`src/rtl/ev_window_pkg.sv`:
```
`default_nettype none
// ============================================================================
// Module      : ev_window_pkg
// Description : Shared types and helpers for the eventually-window driver.
//               Mode and state encodings plus the delay legality check,
//               which checker benches reuse to classify their own traffic.
// Revision    : 1.0 - initial release
// ============================================================================
package ev_window_pkg;

    typedef enum logic [1:0] {
        PULSE  = 2'd0,
        HOLD   = 2'd1,
        REPEAT = 2'd2,
        RSVD   = 2'd3
    } ev_mode_e;

    typedef enum logic [2:0] {
        ST_IDLE     = 3'd0,
        ST_WAIT     = 3'd1,
        ST_PULSE    = 3'd2,
        ST_HOLD     = 3'd3,
        ST_RPT_WAIT = 3'd4
    } ev_state_e;

    // A delay is legal when it reaches the minimum and, for a bounded window
    // (max_dly != 0), does not exceed the maximum. max_dly == 0 means '$'.
    function automatic logic ev_dly_legal(input int unsigned dly,
                                          input int unsigned min_dly,
                                          input int unsigned max_dly);
        return (dly >= min_dly) && ((max_dly == 0) || (dly <= max_dly));
    endfunction

endpackage
`default_nettype wire

```
`src/rtl/ev_delay_cnt.sv`:
```
`default_nettype none
// ============================================================================
// Module      : ev_delay_cnt
// Description : Loadable down-counter that saturates at zero.
//   clk      in  : clock
//   rst      in  : synchronous active-high reset (count -> 0)
//   load     in  : load load_val (has priority over en)
//   load_val in  : value to load
//   en       in  : decrement enable, holds at zero
//   zero     out : count is zero
// Revision    : 1.0 - initial release
// ============================================================================
module ev_delay_cnt #(
    parameter int unsigned CNT_W = 8
) (
    input  logic             clk,
    input  logic             rst,
    input  logic             load,
    input  logic [CNT_W-1:0] load_val,
    input  logic             en,
    output logic             zero
);

    localparam logic [CNT_W-1:0] c_one = {{(CNT_W-1){1'b0}}, 1'b1};

    logic [CNT_W-1:0] r_cnt;

    always_ff @(posedge clk) begin
        if (rst) begin
            r_cnt <= '0;
        end else if (load) begin
            r_cnt <= load_val;
        end else if (en && (r_cnt != '0)) begin
            r_cnt <= r_cnt - c_one;
        end
    end

    assign zero = (r_cnt == '0);

endmodule
`default_nettype wire

```
`src/rtl/ev_window_driver.sv`:
```
`default_nettype none
// ============================================================================
// Module      : ev_window_driver
// Description : Drives signal 'a' a programmed delay after a start command,
//               as a single pulse, a held level or a periodic pulse train.
//   clk     in  : clock
//   rst     in  : synchronous active-high reset
//   start   in  : command strobe, only looked at while idle
//   mode    in  : 0 PULSE, 1 HOLD, 2 REPEAT, 3 reserved
//   dly     in  : cycles from start to first 'a'
//   clr     in  : abort the current command
//   a       out : produced signal (registered)
//   busy    out : a command is active
//   done    out : one-cycle pulse when a PULSE command completes
//   cfg_err out : one-cycle pulse when a start is rejected
// Revision    : 1.0 - initial release
// ============================================================================
module ev_window_driver
    import ev_window_pkg::*;
#(
    parameter int unsigned CNT_W   = 8,
    parameter int unsigned MIN_DLY = 2,
    parameter int unsigned MAX_DLY = 5
) (
    input  logic             clk,
    input  logic             rst,
    input  logic             start,
    input  logic [1:0]       mode,
    input  logic [CNT_W-1:0] dly,
    input  logic             clr,
    output logic             a,
    output logic             busy,
    output logic             done,
    output logic             cfg_err
);

    localparam logic [CNT_W-1:0] c_one = {{(CNT_W-1){1'b0}}, 1'b1};

    ev_state_e        r_state;
    ev_mode_e         r_mode;
    logic [CNT_W-1:0] r_dly;
    logic             r_a;
    logic             r_busy;
    logic             r_done;
    logic             r_cfg_err;

    logic             w_legal;
    logic             w_accept;
    logic             w_zero;
    logic             w_load;
    logic             w_en;
    logic [CNT_W-1:0] w_load_val;

    assign w_legal  = (ev_mode_e'(mode) != RSVD) &&
                      ev_dly_legal(32'(dly), MIN_DLY, MAX_DLY);
    // clr beats start in IDLE, so a simultaneous start is simply dropped.
    assign w_accept = (r_state == ST_IDLE) && start && !clr && w_legal;

    // The counter is reloaded with dly-1 both at accept and at every REPEAT
    // pulse, which gives a first 'a' at +dly and then one every dly cycles.
    assign w_load_val = (r_state == ST_IDLE) ? (dly - c_one) : (r_dly - c_one);
    assign w_load     = w_accept ||
                        (!clr && w_zero &&
                         (((r_state == ST_WAIT) && (r_mode == REPEAT)) ||
                          (r_state == ST_RPT_WAIT)));
    assign w_en       = !clr && ((r_state == ST_WAIT) || (r_state == ST_RPT_WAIT));

    ev_delay_cnt #(
        .CNT_W (CNT_W)
    ) u_cnt (
        .clk      (clk),
        .rst      (rst),
        .load     (w_load),
        .load_val (w_load_val),
        .en       (w_en),
        .zero     (w_zero)
    );

    always_ff @(posedge clk) begin
        if (rst) begin
            r_state   <= ST_IDLE;
            r_mode    <= PULSE;
            r_dly     <= '0;
            r_a       <= 1'b0;
            r_busy    <= 1'b0;
            r_done    <= 1'b0;
            r_cfg_err <= 1'b0;
        end else begin
            r_done    <= 1'b0;
            r_cfg_err <= 1'b0;
            if ((r_state != ST_IDLE) && clr) begin
                // Abort: no done, even if 'a' was due this very edge.
                r_state <= ST_IDLE;
                r_a     <= 1'b0;
                r_busy  <= 1'b0;
            end else begin
                case (r_state)
                    ST_IDLE: begin
                        r_a    <= 1'b0;
                        r_busy <= 1'b0;
                        if (w_accept) begin
                            r_mode  <= ev_mode_e'(mode);
                            r_dly   <= dly;
                            r_state <= ST_WAIT;
                            r_busy  <= 1'b1;
                        end else if (start && !clr) begin
                            r_cfg_err <= 1'b1;
                        end
                    end
                    ST_WAIT: begin
                        if (w_zero) begin
                            r_a <= 1'b1;
                            case (r_mode)
                                PULSE: begin
                                    r_state <= ST_PULSE;
                                    r_done  <= 1'b1;
                                end
                                HOLD:    r_state <= ST_HOLD;
                                default: r_state <= ST_RPT_WAIT;
                            endcase
                        end
                    end
                    ST_PULSE: begin
                        r_state <= ST_IDLE;
                        r_a     <= 1'b0;
                        r_busy  <= 1'b0;
                    end
                    ST_HOLD: begin
                        r_a <= 1'b1;
                    end
                    ST_RPT_WAIT: begin
                        r_a <= w_zero;
                    end
                    default: begin
                        r_state <= ST_IDLE;
                        r_a     <= 1'b0;
                        r_busy  <= 1'b0;
                    end
                endcase
            end
        end
    end

    assign a       = r_a;
    assign busy    = r_busy;
    assign done    = r_done;
    assign cfg_err = r_cfg_err;

endmodule
`default_nettype wire

```
`config.mk`:
```
export PLATFORM = sky130hd
export DESIGN_NAME = ev_window_driver
export DESIGN_NICKNAME = d
export VERILOG_FILES = /design/src/rtl/ev_window_pkg.sv /design/src/rtl/ev_delay_cnt.sv /design/src/rtl/ev_window_driver.sv
export SDC_FILE = /design/constraint.sdc
export NUM_CORES = 1
export LEC_CHECK = 0
export ABC_CLOCK_PERIOD_IN_PS = 3900
export BUFFER_PORTS_ARGS = -buffer_cell sky130_fd_sc_hd__buf_4
export CAP_MARGIN = 20
export CORE_ASPECT_RATIO = 0.6
export CORE_MARGIN = 3
export CORE_UTILIZATION = 45
export DETAILED_ROUTE_END_ITERATION = 10
export PLACE_DENSITY = 0.74
export SYNTH_ARGS = -nofsm -noshare
export SYNTH_HDL_FRONTEND = slang
export SYNTH_SLANG_ARGS = --single-unit
```
`constraint.sdc`:
```
create_clock -name clk -period 3.9 [get_ports clk]
set_clock_uncertainty 0.05 [all_clocks]
set_input_delay 0.78 -clock clk [delete_from_list [all_inputs] [get_ports clk]]
set_output_delay 0.78 -clock clk [all_outputs]
set_load 0.05 [all_outputs]
```
==> out/metrics.yaml <==
worstSetupPathType: "flop to flop"
yosys.area.top_type: "dfxtp_1"
drtAntennaViolNets: 0
slew_headroom: 0.466
grt_overflow: 0
async_flop_share: 0
firstDrtPassIters: 4
synth_edf_count: 0
grt-busiest-layer: "met2"
rows: 15
start_util: 0.480
clkTransAtPathRegs_ns: 0.09
hold_viol: 0
use_met3: 0.0498
antennaDiodeCount: 0
wl_per_cell_microns: 15.4
irDropWorstVdd_mv: 0.184
antenna_found_initial: 0
cp-start-kind: "flop"
cp_max_fo: 6
required_ns: 4.03
post-dp-hpwl_mm: 2.67
clockRootBuffer: "clkbuf_8"
arrival_ns: 3.57
ys_warn_count: 0
routabilityCongestion: 0.931
setup.worst_path.end_class: "flop"
drc: 0
grt_pass1_vias: 1259
hold_class: "flop to flop"
syn_area_per_cell_sq_um: 8.17
setup_viol: 0
synth_top_area_frac: 0.356
track_usage: 0.195
ys_ff_latch: 25
post-cts-setup-buffer-count: 0
yosys.area_share.simple: 0.279
cts-htree-levels: 1
regToRegSetupSlack_ns: 0.46
grt_setup_unrepaired: "false"
synth-adder-area-share: 0.00890
cts_max_path_buffers: 2
hold_depth: 2
synth_top_cells_by_count: "dfxtp_1 (25), nand2_1 (19), a21oi_1 (14), nor2_1 (13), nor3_1 (9)"
cts_made_buffers: 3
port-buffer-count: 17
n_fill_cell: 288
synthMuxAreaShare: 0.0614
drt_iter0_markers: 137
core-area_sq_mm: 0.00293
synth_most_common_cell: "dfxtp_1"
status: "completed"
fmax_ghz: 0.291
fin_tns_setup_ns: 0
worstMarginPinSlew_ns: 0.796
synth_nets: 187
layout-drive-gt1-share: 0.159
grt_start_max_net_pins: 19
layout.nets: 205
clk_latency_ns: 0.27
viasPerCell: 5.82
fin_crit_sh: 0.881
io_pins: 18
total_power_mw: 0.453
synthTopCellsByArea: "dfxtp_1 (36%), nand2_1 (5.1%), a21oi_1 (5.0%), xnor2_1 (5.0%), mux2i_1 (4.3%)"
synth_ff_type: "dfxtp_1"
postCtsHoldBufs: 0
power.density_mw_per_mm2: 279
grt_util_met1: 0.283
die_h_microns: 49.3
postCtsResizedCells: 0
die_area_sq_mm: 0.00385
grt_pass1_wl_mm: 6.00
synth_compound_area_frac: 0.177
syn_area_sq_mm: 0.00141
cts_sinks: 25
seq_area_frac_synth: 0.356
cts_tree: "built"
synthXorXnorAreaFrac: 0.0873
grtUsageMet2: 0.288
synth_top_family_by_area: "simple AND/OR/NAND/NOR gates"
rr_worst_depth: 11
fin_crit_ns: 3.44
vias: 1345
syn_to_final_growth_pct: 15.7
drv_slew: 0
synthCells: 172
leakage_nw: 0.715
routed_wl_mm: 3.57
cap_viol_max_count: 0
ys_types: 39
die_w_microns: 78.1
## cells by family (layout without fill, tap and decap cells)
family	after synthesis	after routing
and+or+nand+nor	73	73
AOI/OAI and AO/OA	40	40
DFF	25	25
xor gates and xnor gates	14	14
buffers and inverters	11	28
muxes	8	8
adders and majority gates	1	1
## registers in the layout, summed over array words and instances (netlist names)
signal       flops
u_cnt.r_cnt      8
busy             1
a                1
done             1
cfg_err          1
r_state          3
r_dly            8
r_mode           2
## critical path: stages, from the launching register on
cell and delay, ns:
dfxtp_1 0.36, or4_1 0.63, or2_4 0.31, or4_4 0.53, nand2_1 0.19, o21ai_0 0.12
ha_1 0.28, inv_1 0.17, nor4_1 0.07, a311oi_1 0.27, a221oi_1 0.11, a311oi_1 0.25
## power breakdown
group	switching [mW]	internal (mW)
Sequential	0.000594	0.256
Clock	0.0821	0.0731
Combinational	0.0233	0.0184
## worst paths after layout
kind / startpoint / endpoint
worst min register to register: busy$_SDFFE_PP0N_ / busy$_SDFFE_PP0N_
worst min-delay path: busy$_SDFFE_PP0N_ / busy$_SDFFE_PP0N_
worst max register to register: u_cnt.r_cnt[0]$_SDFFE_PP0P_ / u_cnt.r_cnt[4]$_SDFFE_PP0P_
worst max-delay path: u_cnt.r_cnt[0]$_SDFFE_PP0P_ / u_cnt.r_cnt[4]$_SDFFE_PP0P_
## layout make-up
cell class | instances | area (sq um) | share of cell area
timing repair buffer | 20 | 150 | 0.0924
multi-input combinational | 136 | 862 | 0.530
clock buffer | 4 | 45.0 | 0.0277
inverter | 4 | 15.0 | 0.00924
sequential | 25 | 500 | 0.308
tap | 42 | 52.6 | 0.0323
## layout by cell type (no fill, tap or decap), drive strengths merged, types with 3 or more instances in the layout
cell    netlist  final
o22ai         4      4
xnor2         8      8
dfxtp        25     25
a21oi        14     14
o21ai         7      7
nor3         10     10
clkbuf        6      4
buf           1     20
or4           5      5
nor4          6      6
or3           5      5
xor2          6      6
and3          6      6
mux2i         6      6
nand2        19     19
nor2         13     13
inv           4      4
nor2b         3      3
a211oi        3      3
## routing by layer
metal	vias to the layer above	wire length, microns
met5	-	0
met3	2	284
met1	625	1790
met4	0	14
met2	55	1480
li1	663	-
## stage by stage
stage | cell area, sq um | std cells | worst slack (ns) | utilization | hold slack (ns)
floorplan | 1410 | 172 | 0.639 | - | 0.395
detailed placement | 1580 | 227 | 0.549 | 0.540 | 0.411
CTS | 1630 | 231 | 0.513 | 0.555 | 0.422
global route | 1630 | 231 | 0.214 | 0.555 | 0.439
finish | 1630 | 231 | 0.462 | 0.555 | 0.422
global placement | 1580 | 227 | 0.650 | 0.540 | 0.407
No activity file was read; power rests on OpenSTA's default activity.
